$ cat src/rtl/camera_pkg.sv
// Frame geometry and controller state encoding shared by the capture block.
package camera_pkg;

  localparam int LINE_PIXELS     = 160;
  localparam int X0              = 32;
  localparam int Y0              = 12;
  localparam int WIN_W           = 96;
  localparam int WIN_H           = 96;
  localparam int BYTES_PER_FRAME = WIN_W * WIN_H;

  typedef enum logic [1:0] {
    IDLE    = 2'd0,
    SYNC    = 2'd1,
    CAPTURE = 2'd2,
    DONE    = 2'd3
  } state_e;

endpackage

$ cat src/rtl/sync_edge.sv
// Two-flop synchronizer for one asynchronous camera line, plus single-cycle
// rise/fall pulses derived from the synchronized level.
module sync_edge (
  input  logic Clk,
  input  logic Rst,
  input  logic d_i,
  output logic q_o,
  output logic rise_o,
  output logic fall_o
);

  logic meta_q;
  logic sync_q;
  logic prev_q;

  always_ff @(posedge Clk) begin
    if (Rst) begin
      meta_q <= 1'b0;
      sync_q <= 1'b0;
      prev_q <= 1'b0;
    end else begin
      meta_q <= d_i;
      sync_q <= meta_q;
      prev_q <= sync_q;
    end
  end

  assign q_o    = sync_q;
  assign rise_o = sync_q & ~prev_q;
  assign fall_o = ~sync_q & prev_q;

endmodule

$ cat src/rtl/camera_capture.sv
// Camera capture: free-running sensor master clock, DVP byte sampling and
// writes of the Y bytes inside a fixed crop window to a frame RAM.
//
// state   | meaning
// IDLE    | waiting for i_Arm
// SYNC    | armed, waiting for the start of the next frame (VS fall)
// CAPTURE | sampling lines, writing window pixels
// DONE    | one-cycle frame-done pulse with error qualifier
module camera_capture #(
  parameter int XLK_HALF    = 4,
  parameter int LINE_PIXELS = camera_pkg::LINE_PIXELS,
  parameter int X0          = camera_pkg::X0,
  parameter int Y0          = camera_pkg::Y0,
  parameter int WIN_W       = camera_pkg::WIN_W,
  parameter int WIN_H       = camera_pkg::WIN_H
) (
  input  logic        Clk,
  input  logic        Rst,
  input  logic        i_PLK,
  input  logic        i_VS,
  input  logic        i_HS,
  input  logic [7:0]  i_D,
  input  logic        i_Arm,
  output logic        o_XLK,
  output logic [7:0]  o_Data,
  output logic [14:0] o_Addr,
  output logic        o_We,
  output logic        o_Busy,
  output logic        o_Frame_Done,
  output logic        o_Frame_Error
);
  import camera_pkg::*;

  localparam int              DW           = (XLK_HALF > 1) ? $clog2(XLK_HALF) : 1;
  localparam logic [DW-1:0]   DIV_TC       = DW'(XLK_HALF - 1);
  localparam logic [8:0]      ROW_LO       = 9'(Y0);
  localparam logic [8:0]      ROW_HI       = 9'(Y0 + WIN_H);
  localparam logic [8:0]      ROW_MAX      = 9'd511;
  localparam logic [7:0]      COL_LO       = 8'(X0);
  localparam logic [7:0]      COL_HI       = 8'(X0 + WIN_W);
  localparam logic [7:0]      COL_MAX      = 8'(LINE_PIXELS - 1);
  localparam logic [14:0]     WIN_W_A      = 15'(WIN_W);
  localparam logic [14:0]     FRAME_WRITES = 15'(WIN_W * WIN_H);

  logic [DW-1:0] div_q;
  logic          xlk_q;

  always_ff @(posedge Clk) begin
    if (Rst) begin
      div_q <= '0;
      xlk_q <= 1'b0;
    end else if (div_q == DIV_TC) begin
      div_q <= '0;
      xlk_q <= ~xlk_q;
    end else begin
      div_q <= div_q + DW'(1);
    end
  end

  assign o_XLK = xlk_q;

  logic plk_rise, plk_q_unused, plk_fall_unused;
  logic vs_rise, vs_fall, vs_q_unused;
  logic hs_lvl, hs_fall, hs_rise_unused;

  sync_edge u_sync_plk (.Clk(Clk), .Rst(Rst), .d_i(i_PLK), .q_o(plk_q_unused),
                        .rise_o(plk_rise), .fall_o(plk_fall_unused));
  sync_edge u_sync_vs  (.Clk(Clk), .Rst(Rst), .d_i(i_VS), .q_o(vs_q_unused),
                        .rise_o(vs_rise), .fall_o(vs_fall));
  sync_edge u_sync_hs  (.Clk(Clk), .Rst(Rst), .d_i(i_HS), .q_o(hs_lvl),
                        .rise_o(hs_rise_unused), .fall_o(hs_fall));

  // Data rides the same two-stage delay as PLK so it lines up with plk_rise.
  logic [7:0] d_meta_q;
  logic [7:0] d_sync_q;

  always_ff @(posedge Clk) begin
    if (Rst) begin
      d_meta_q <= '0;
      d_sync_q <= '0;
    end else begin
      d_meta_q <= i_D;
      d_sync_q <= d_meta_q;
    end
  end

  state_e      state_q;
  logic [8:0]  row_q;
  logic [7:0]  col_q;
  logic        phase_q;
  logic [14:0] wr_cnt_q;
  logic [14:0] wr_cnt_d;
  logic [14:0] addr_d;
  logic        in_win;
  logic        we_d;

  always_comb begin
    in_win   = (row_q >= ROW_LO) && (row_q < ROW_HI) && (col_q >= COL_LO) && (col_q < COL_HI);
    we_d     = (state_q == CAPTURE) && plk_rise && hs_lvl && !phase_q && in_win;
    addr_d   = 15'(row_q - ROW_LO) * WIN_W_A + 15'(col_q - COL_LO);
    wr_cnt_d = we_d ? wr_cnt_q + 15'd1 : wr_cnt_q;
  end

  always_ff @(posedge Clk) begin
    if (Rst) begin
      state_q       <= IDLE;
      row_q         <= '0;
      col_q         <= '0;
      phase_q       <= 1'b0;
      wr_cnt_q      <= '0;
      o_We          <= 1'b0;
      o_Data        <= '0;
      o_Addr        <= '0;
      o_Busy        <= 1'b0;
      o_Frame_Done  <= 1'b0;
      o_Frame_Error <= 1'b0;
    end else begin
      o_We          <= we_d;
      o_Frame_Done  <= 1'b0;
      o_Frame_Error <= 1'b0;
      wr_cnt_q      <= wr_cnt_d;
      if (we_d) begin
        o_Data <= d_sync_q;
        o_Addr <= addr_d;
      end
      case (state_q)
        IDLE: begin
          if (i_Arm) begin
            state_q <= SYNC;
            o_Busy  <= 1'b1;
          end
        end
        SYNC: begin
          if (vs_fall) begin
            state_q  <= CAPTURE;
            row_q    <= '0;
            col_q    <= '0;
            phase_q  <= 1'b0;
            wr_cnt_q <= '0;
          end
        end
        CAPTURE: begin
          if (plk_rise && hs_lvl) begin
            phase_q <= ~phase_q;
            if (phase_q && (col_q != COL_MAX)) col_q <= col_q + 8'd1;
          end
          if (hs_fall) begin
            if (row_q != ROW_MAX) row_q <= row_q + 9'd1;
            col_q   <= '0;
            phase_q <= 1'b0;
          end
          // Error uses the count including a write issued in this same cycle.
          if (vs_rise) begin
            state_q       <= DONE;
            o_Frame_Done  <= 1'b1;
            o_Frame_Error <= (wr_cnt_d != FRAME_WRITES);
          end
        end
        DONE: begin
          state_q <= IDLE;
          o_Busy  <= 1'b0;
        end
        default: begin
          state_q <= IDLE;
          o_Busy  <= 1'b0;
        end
      endcase
    end
  end

endmodule
$ cat config.mk
export PLATFORM = sky130hd
export DESIGN_NAME = camera_capture
export DESIGN_NICKNAME = d
export VERILOG_FILES = /design/src/rtl/camera_pkg.sv /design/src/rtl/sync_edge.sv /design/src/rtl/camera_capture.sv
export SDC_FILE = /design/constraint.sdc
export NUM_CORES = 1
export LEC_CHECK = 0
export CORE_MARGIN = 1
export CORE_UTILIZATION = 40
export DETAILED_ROUTE_END_ITERATION = 10
export DONT_BUFFER_PORTS = 1
export GPL_TIMING_DRIVEN = 0
export SKIP_CTS_REPAIR_TIMING = 1
export SYNTH_ARGS = -nofsm -noshare
export SYNTH_HDL_FRONTEND = slang
export SYNTH_SLANG_ARGS = --single-unit
$ cat constraint.sdc
create_clock -name Clk -period 7.28 [get_ports Clk]
set_clock_uncertainty 0.2 [all_clocks]
set_input_delay 1.092 -clock Clk [delete_from_list [all_inputs] [get_ports Clk]]
set_output_delay 1.092 -clock Clk [all_outputs]
set_load 0.02 [all_outputs]
[Word-level counts from Yosys, hierarchy flattened]
Index checks and enable logic that the tools add are counted.
Word-level totals
  bits in registers: 90
  bits in latches: 0
  memory bits (writable): 0
  bits in read-only memories: 0
  input bits: 14
  output and inout port bits: 28
  logic and storage cells: 106
  memories kept: 0
Cells by class
  add/sub/neg operators: 7
  multiply operators: 1
  div/mod/pow operators: 0
  order comparisons: 4
  eq/ne operators: 14
  shifts and indexed selects: 0
  muxes and demuxes: 23
  bitwise logic cells: 12
  reduce and logical (&&, ||, !) cells: 21
Operators with widths (number)
  two-way mux 15 bit: 3
  two-way mux 8 bit: 4
  two-way mux 9 bit: 3
  one-hot mux 9 bit (2 select lines): 1
  one-hot mux 8 bit (2 select lines): 1
  adder 15 x 1 -> 15 bit, second input constant: 1
  adder 15 bit: 1
  multiplier 15 x 2 -> 10 bit, second input constant: 1
  inequality test 15 x 14 -> 1 bit, second input constant: 1
  subtractor 9 x 4 -> 10 bit, second input constant: 1
  adder 9 x 1 -> 9 bit, second input constant: 1
  greater-or-equal comparator 9 x 4 -> 1 bit, second input constant: 1
  logical AND 1 bit: 9
  less-than comparator 9 x 7 -> 1 bit, second input constant: 1
  inequality test 9 bit, second input constant: 1
  subtractor 8 x 6 -> 9 bit, second input constant: 1
  adder 8 x 1 -> 8 bit, second input constant: 1
  greater-or-equal comparator 8 x 6 -> 1 bit, second input constant: 1
  less-than comparator 8 bit, second input constant: 1
  inequality test 8 bit, second input constant: 1
  NOT 1 bit: 8
  one-hot mux 2 bit (4 select lines): 1
  AND reduction 4 bit: 2
  == test 2 bit, second input constant: 3
  other kinds (16): 33

[Longest topological paths before layout]
  word-level depth: 9
  gate-level depth with buffers: 16
  mapped depth without buffers: 15

[Hierarchy]
Synthesis repeated with hierarchy kept, for this count alone.
Second synthesis, totals
  cell total of the unflattened synthesis: 536
  area total of the unflattened synthesis: 4604.4 um2
By module, submodules not included
  camera_capture: instances 1, cells an instance 512, area each 4330.4 um2, sequential area each 1621.6 um2
  sync_edge: instances 3, cells an instance 8, area each 91.3 um2, sequential area each 60.1 um2

[Least setup slack after synthesis]
OpenSTA, ideal clock, no wires.
  path kind: flip-flop to flip-flop
  start point: register row_q[2]
  end point: register o_Addr[14]
  setup time: 0.086 ns
  arrival: 3.012 ns
  required time: 6.994 ns
  path slack: 3.982 ns
  cell stages (with the launch flop): 16
  path buffers: 1
  period minus slack after synthesis: 3.298 ns
  cell sequence: dfxtp_1 > clkbuf_1 > inv_1 > ha_1 > inv_1 > ha_1 > a21oi_1 > o21ai_0 > xor2_1 > ha_1 > inv_1 > o21bai_1 > a21oi_1 > o21ai_0 > xnor2_1 > a211oi_1
On the way
  longest elaborated chain between the ends: 5
  elaborated cells between the ends (all ways): 9
  classes of those cells: 2 x add/sub; 1 x mul; 2 x order compare; 4 x reduce/logical
RTL lines
  start, declared: line camera_capture.sv:88  | logic [8:0] row_q;
  start signal, assigned: line camera_capture.sv:148  | if (row_q != ROW_MAX) row_q <= row_q + 9'd1;
  parallel branches: the longest is 5 deep, another holds multiplier 15 x 2 -> 10 bit
  end signal, assigned: line camera_capture.sv:124  | o_Addr <= addr_d;
  end, declared: line camera_capture.sv:26  | output logic [14:0] o_Addr,
Several ways; the timed one is not identified.
A chain may end at the register's enable or synchronous reset.

[Worst setup path after layout]
  start point: register row_q[2]
  end point: register o_Addr[13]
Same word-level chain as after synthesis.

==> run metrics <==
Multi-input gate area around 2600 µm²; EDFF count, synth 0; total wire length a little under 10000 µm; switching share of total power 0.2773; vias per std cell 5.147; R2R Setup Slk approximately 3.4 ns; Longest Clk Path Bufs 2; Area after DPL 4815 µm²; total of max-cap violations 0; Cell variety after synth 52; top-area cell type share of the netlist area 0.3883; outcome finished clean; Global Route Usage Sum 0.1745; initial antenna violation count 0; Sink Count 90; Reg clk slew, reported paths roughly 0.06 ns; post-synth net total 594; Max-Slew Margin vs Limit 0.3071; min Tclk post-route 3.841 ns; clock share of power 0.384; hold path cells 1; first drt pass iteration count 4; Filler Cell Count 1074; largest net degree at the start of global routing 17; number of DRC markers in iteration 0 125; top cells by area, synth dfxtp_1 (39%), ha_1 (8.9%), nand2_1 (5.7%); period utilisation layout 0.5276; Total Power 1.125 mW; I/O pins between 40 and 50; Design Area, Final 5091 µm²; critical path startpoint category flip-flop; WP data arrival approximately 3.9 ns; Die Y 109.7 µm; total CTS buffers 9; post-route ant nets 0; share of layout cells above drive strength 1 0.04991; Die Wd 109.7 µm; Synth-to-Final Area Change 9.736%; commonest non-fill, non-tap cell in the layout dfxtp_1; leading area contributor after synthesis dfxtp_1; CTS tree built; P_int roughly 800 µW; Async SR Flop Fraction 0; CP required about 7.4 ns; clock latency on the worst-skew pair 0.34 ns; FMAX 0.2603 GHz; Setup violations, final 0; Seq. cell area 1802 µm²; slowest stage cell, crit path dfxtp_1; RSZ-0062 raised after global routing no; htree depth 3; initial core utilization 0.4188; Psw 312.0 µW; Gate Count Post-Synth 545; most frequent cells in the layout dfxtp_1 (90), nand2_1 (70), a21oi_1 (48), nor2_1 (46), ha_1 (33); R2R Path End o_Addr[13]; routability cong. 0.9004; Routed wire per std cell ~14 µm; remaining global-route overflow 0; Core Area 11080 µm²; vias in the first global route 3454; Remaining DRCs 0; clock root cell clkbuf_16; Worst Hold End div_q[0]; FP Rows 38; Synth Flop Type dfxtp_1; final setup TNS 0 ns; CP Class reg2reg; Final #Nets between 600 and 700; Slew Limit Fails 0; syn_area_per_cell between 8 and 9 µm²; Crit Reg-Reg Startpoint row_q[2]; final hold violation count 0; worst hold start div_q[0]; Hold Crit Class reg2reg; peak supply drop 0.1175 mV; PwrDens 221.0 nW/µm²; first-pass GRT wire length 15980 µm; # diodes 0; CP peak stage delay 0.38 ns; Synth Register Bits 90; CP Capture Type flip-flop; worst r2r path cells 16; Port Buffers 0; combinational share of power 0.148; synth warn 0; die footprint 12030 µm²; DPL Wire Length 7401 µm; DR vias 3608; Seq/Total Area, Yosys 0.3883; CP Max Fanout 10; Least-Margin Pin Slew between 1 and 1.5 ns; sequential share of power 0.468; cell area after synthesis 4639 µm²; crit-path cells clkbuf_1, inv_1, ha_1, inv_1, ha_1, nand2_1, o21ai_0, nand2_1, nand2_1, xor2_1, ha_1, a21oi_1, o21ai_0, xor2_1, nand2_1, a21oi_1; Pleak approximately 1.9 nW; crit-path most repeated cell nand2_1
## logic make-up (layout without fill, tap and decap cells)
| logic type | count (synthesis) | in the layout | synth area share |
|---|---|---|---|
| AO/OA/AOI/OAI | 93 | 93 | 0.1192 |
| XOR/XNOR | 50 | 50 | 0.09439 |
| adder cells (fa/ha/maj) | 35 | 35 | 0.09763 |
| buffers and inverters | 50 | 66 | 0.04288 |
| flip-flops | 90 | 90 | 0.3883 |
| multiplexers | 4 | 4 | 0.008630 |
| AND/OR/NAND/NOR | 223 | 223 | 0.2489 |
## Yosys cell counts (3+ instances only)
| master | count |
|---|---|
| o21ai_0 | 15 |
| and3_1 | 11 |
| mux2i_1 | 4 |
| xnor2_1 | 30 |
| nand2_1 | 70 |
| inv_1 | 25 |
| a31oi_1 | 6 |
| and2_1 | 5 |
| nor3_1 | 8 |
| a21oi_1 | 48 |
| clkbuf_1 | 21 |
| o21bai_1 | 4 |
| nand3_1 | 16 |
| nor2b_1 | 30 |
| buf_2 | 3 |
| nor2_1 | 46 |
| xor2_1 | 20 |
| dfxtp_1 | 90 |
| or3_1 | 8 |
| nand2b_1 | 5 |
| nand4_1 | 8 |
| ha_1 | 33 |
| a221oi_1 | 3 |
## registers in the layout, summed over array words and instances (netlist names), 2 cells and up
register	cells
col_q	8
d_meta_q	8
d_sync_q	8
div_q	2
o_Addr	15
o_Data	8
row_q	9
state_q	2
wr_cnt_q	15
## power groups by stage
stage | Sequential, mW | Clock (mW) | Combinational [mW]
detailed placement | 0.538 | 0 | 0.167
global placement | 0.537 | 0 | 0.161
CTS | 0.527 | 0.444 | 0.168
finish | 0.526 | 0.433 | 0.166
floorplan | 0.534 | 0 | 0.133
global route | 0.529 | 0.462 | 0.191
## critical path: cells and delay by family (launching register included)
family	cells	cell delay, ns
adder cells (fa/ha/maj)	3	1.00
AO/OA/AOI/OAI	4	0.73
buffers and inverters	3	0.63
XOR/XNOR	2	0.43
AND/OR/NAND/NOR	4	0.39
flip-flops	1	0.38
## per-stage QoR
stage / hold slack (ns) / utilization / instances / worst slack (ns)
finish: 0.2255 / 0.4596 / 701 / 3.439
CTS: 0.2333 / 0.4596 / 701 / 3.392
detailed placement: 0.2204 / 0.4346 / 685 / 3.411
global route: 0.2522 / 0.4596 / 701 / 3.109
global placement: 0.2143 / 0.4346 / 685 / 3.488
floorplan: 0.2043 / - / 545 / 3.982
## how the worst max path moves through the flow
stage	from	endpoint	slack, ns	cells past startpoint
after floorplan	row_q[2]	o_Addr[14]	3.98	15
after global placement	row_q[2]	o_Addr[13]	3.49	16
after detailed placement	row_q[2]	o_Addr[13]	3.41	16
after CTS	row_q[2]	o_Addr[13]	3.39	16
after global routing	row_q[2]	o_Addr[13]	3.11	16
final	row_q[2]	o_Addr[13]	3.44	16
## metal layers
metal | vias to the layer above | part of all wire | global-route usage | wire [µm]
li1 | 1866 | - | - | -
met1 | 1686 | 0.47 | 0.2096 | 4546
met2 | 41 | 0.48 | 0.2978 | 4655
met3 | 15 | 0.033 | 0.03734 | 319
met4 | 0 | 0.017 | 0.07905 | 161
met5 | - | 0 | 0 | 0
## area by class of cell
type                    instances  share of cell area
flip-flops and latches         90              0.3539
clock inverters                 6            0.009339
multi-input cells             405              0.5183
inverters                      25             0.01843
clock buffers                  10             0.04497
well taps                     140             0.03441
plain buffers                  25             0.02064
(Power assumes the default switching activity.)
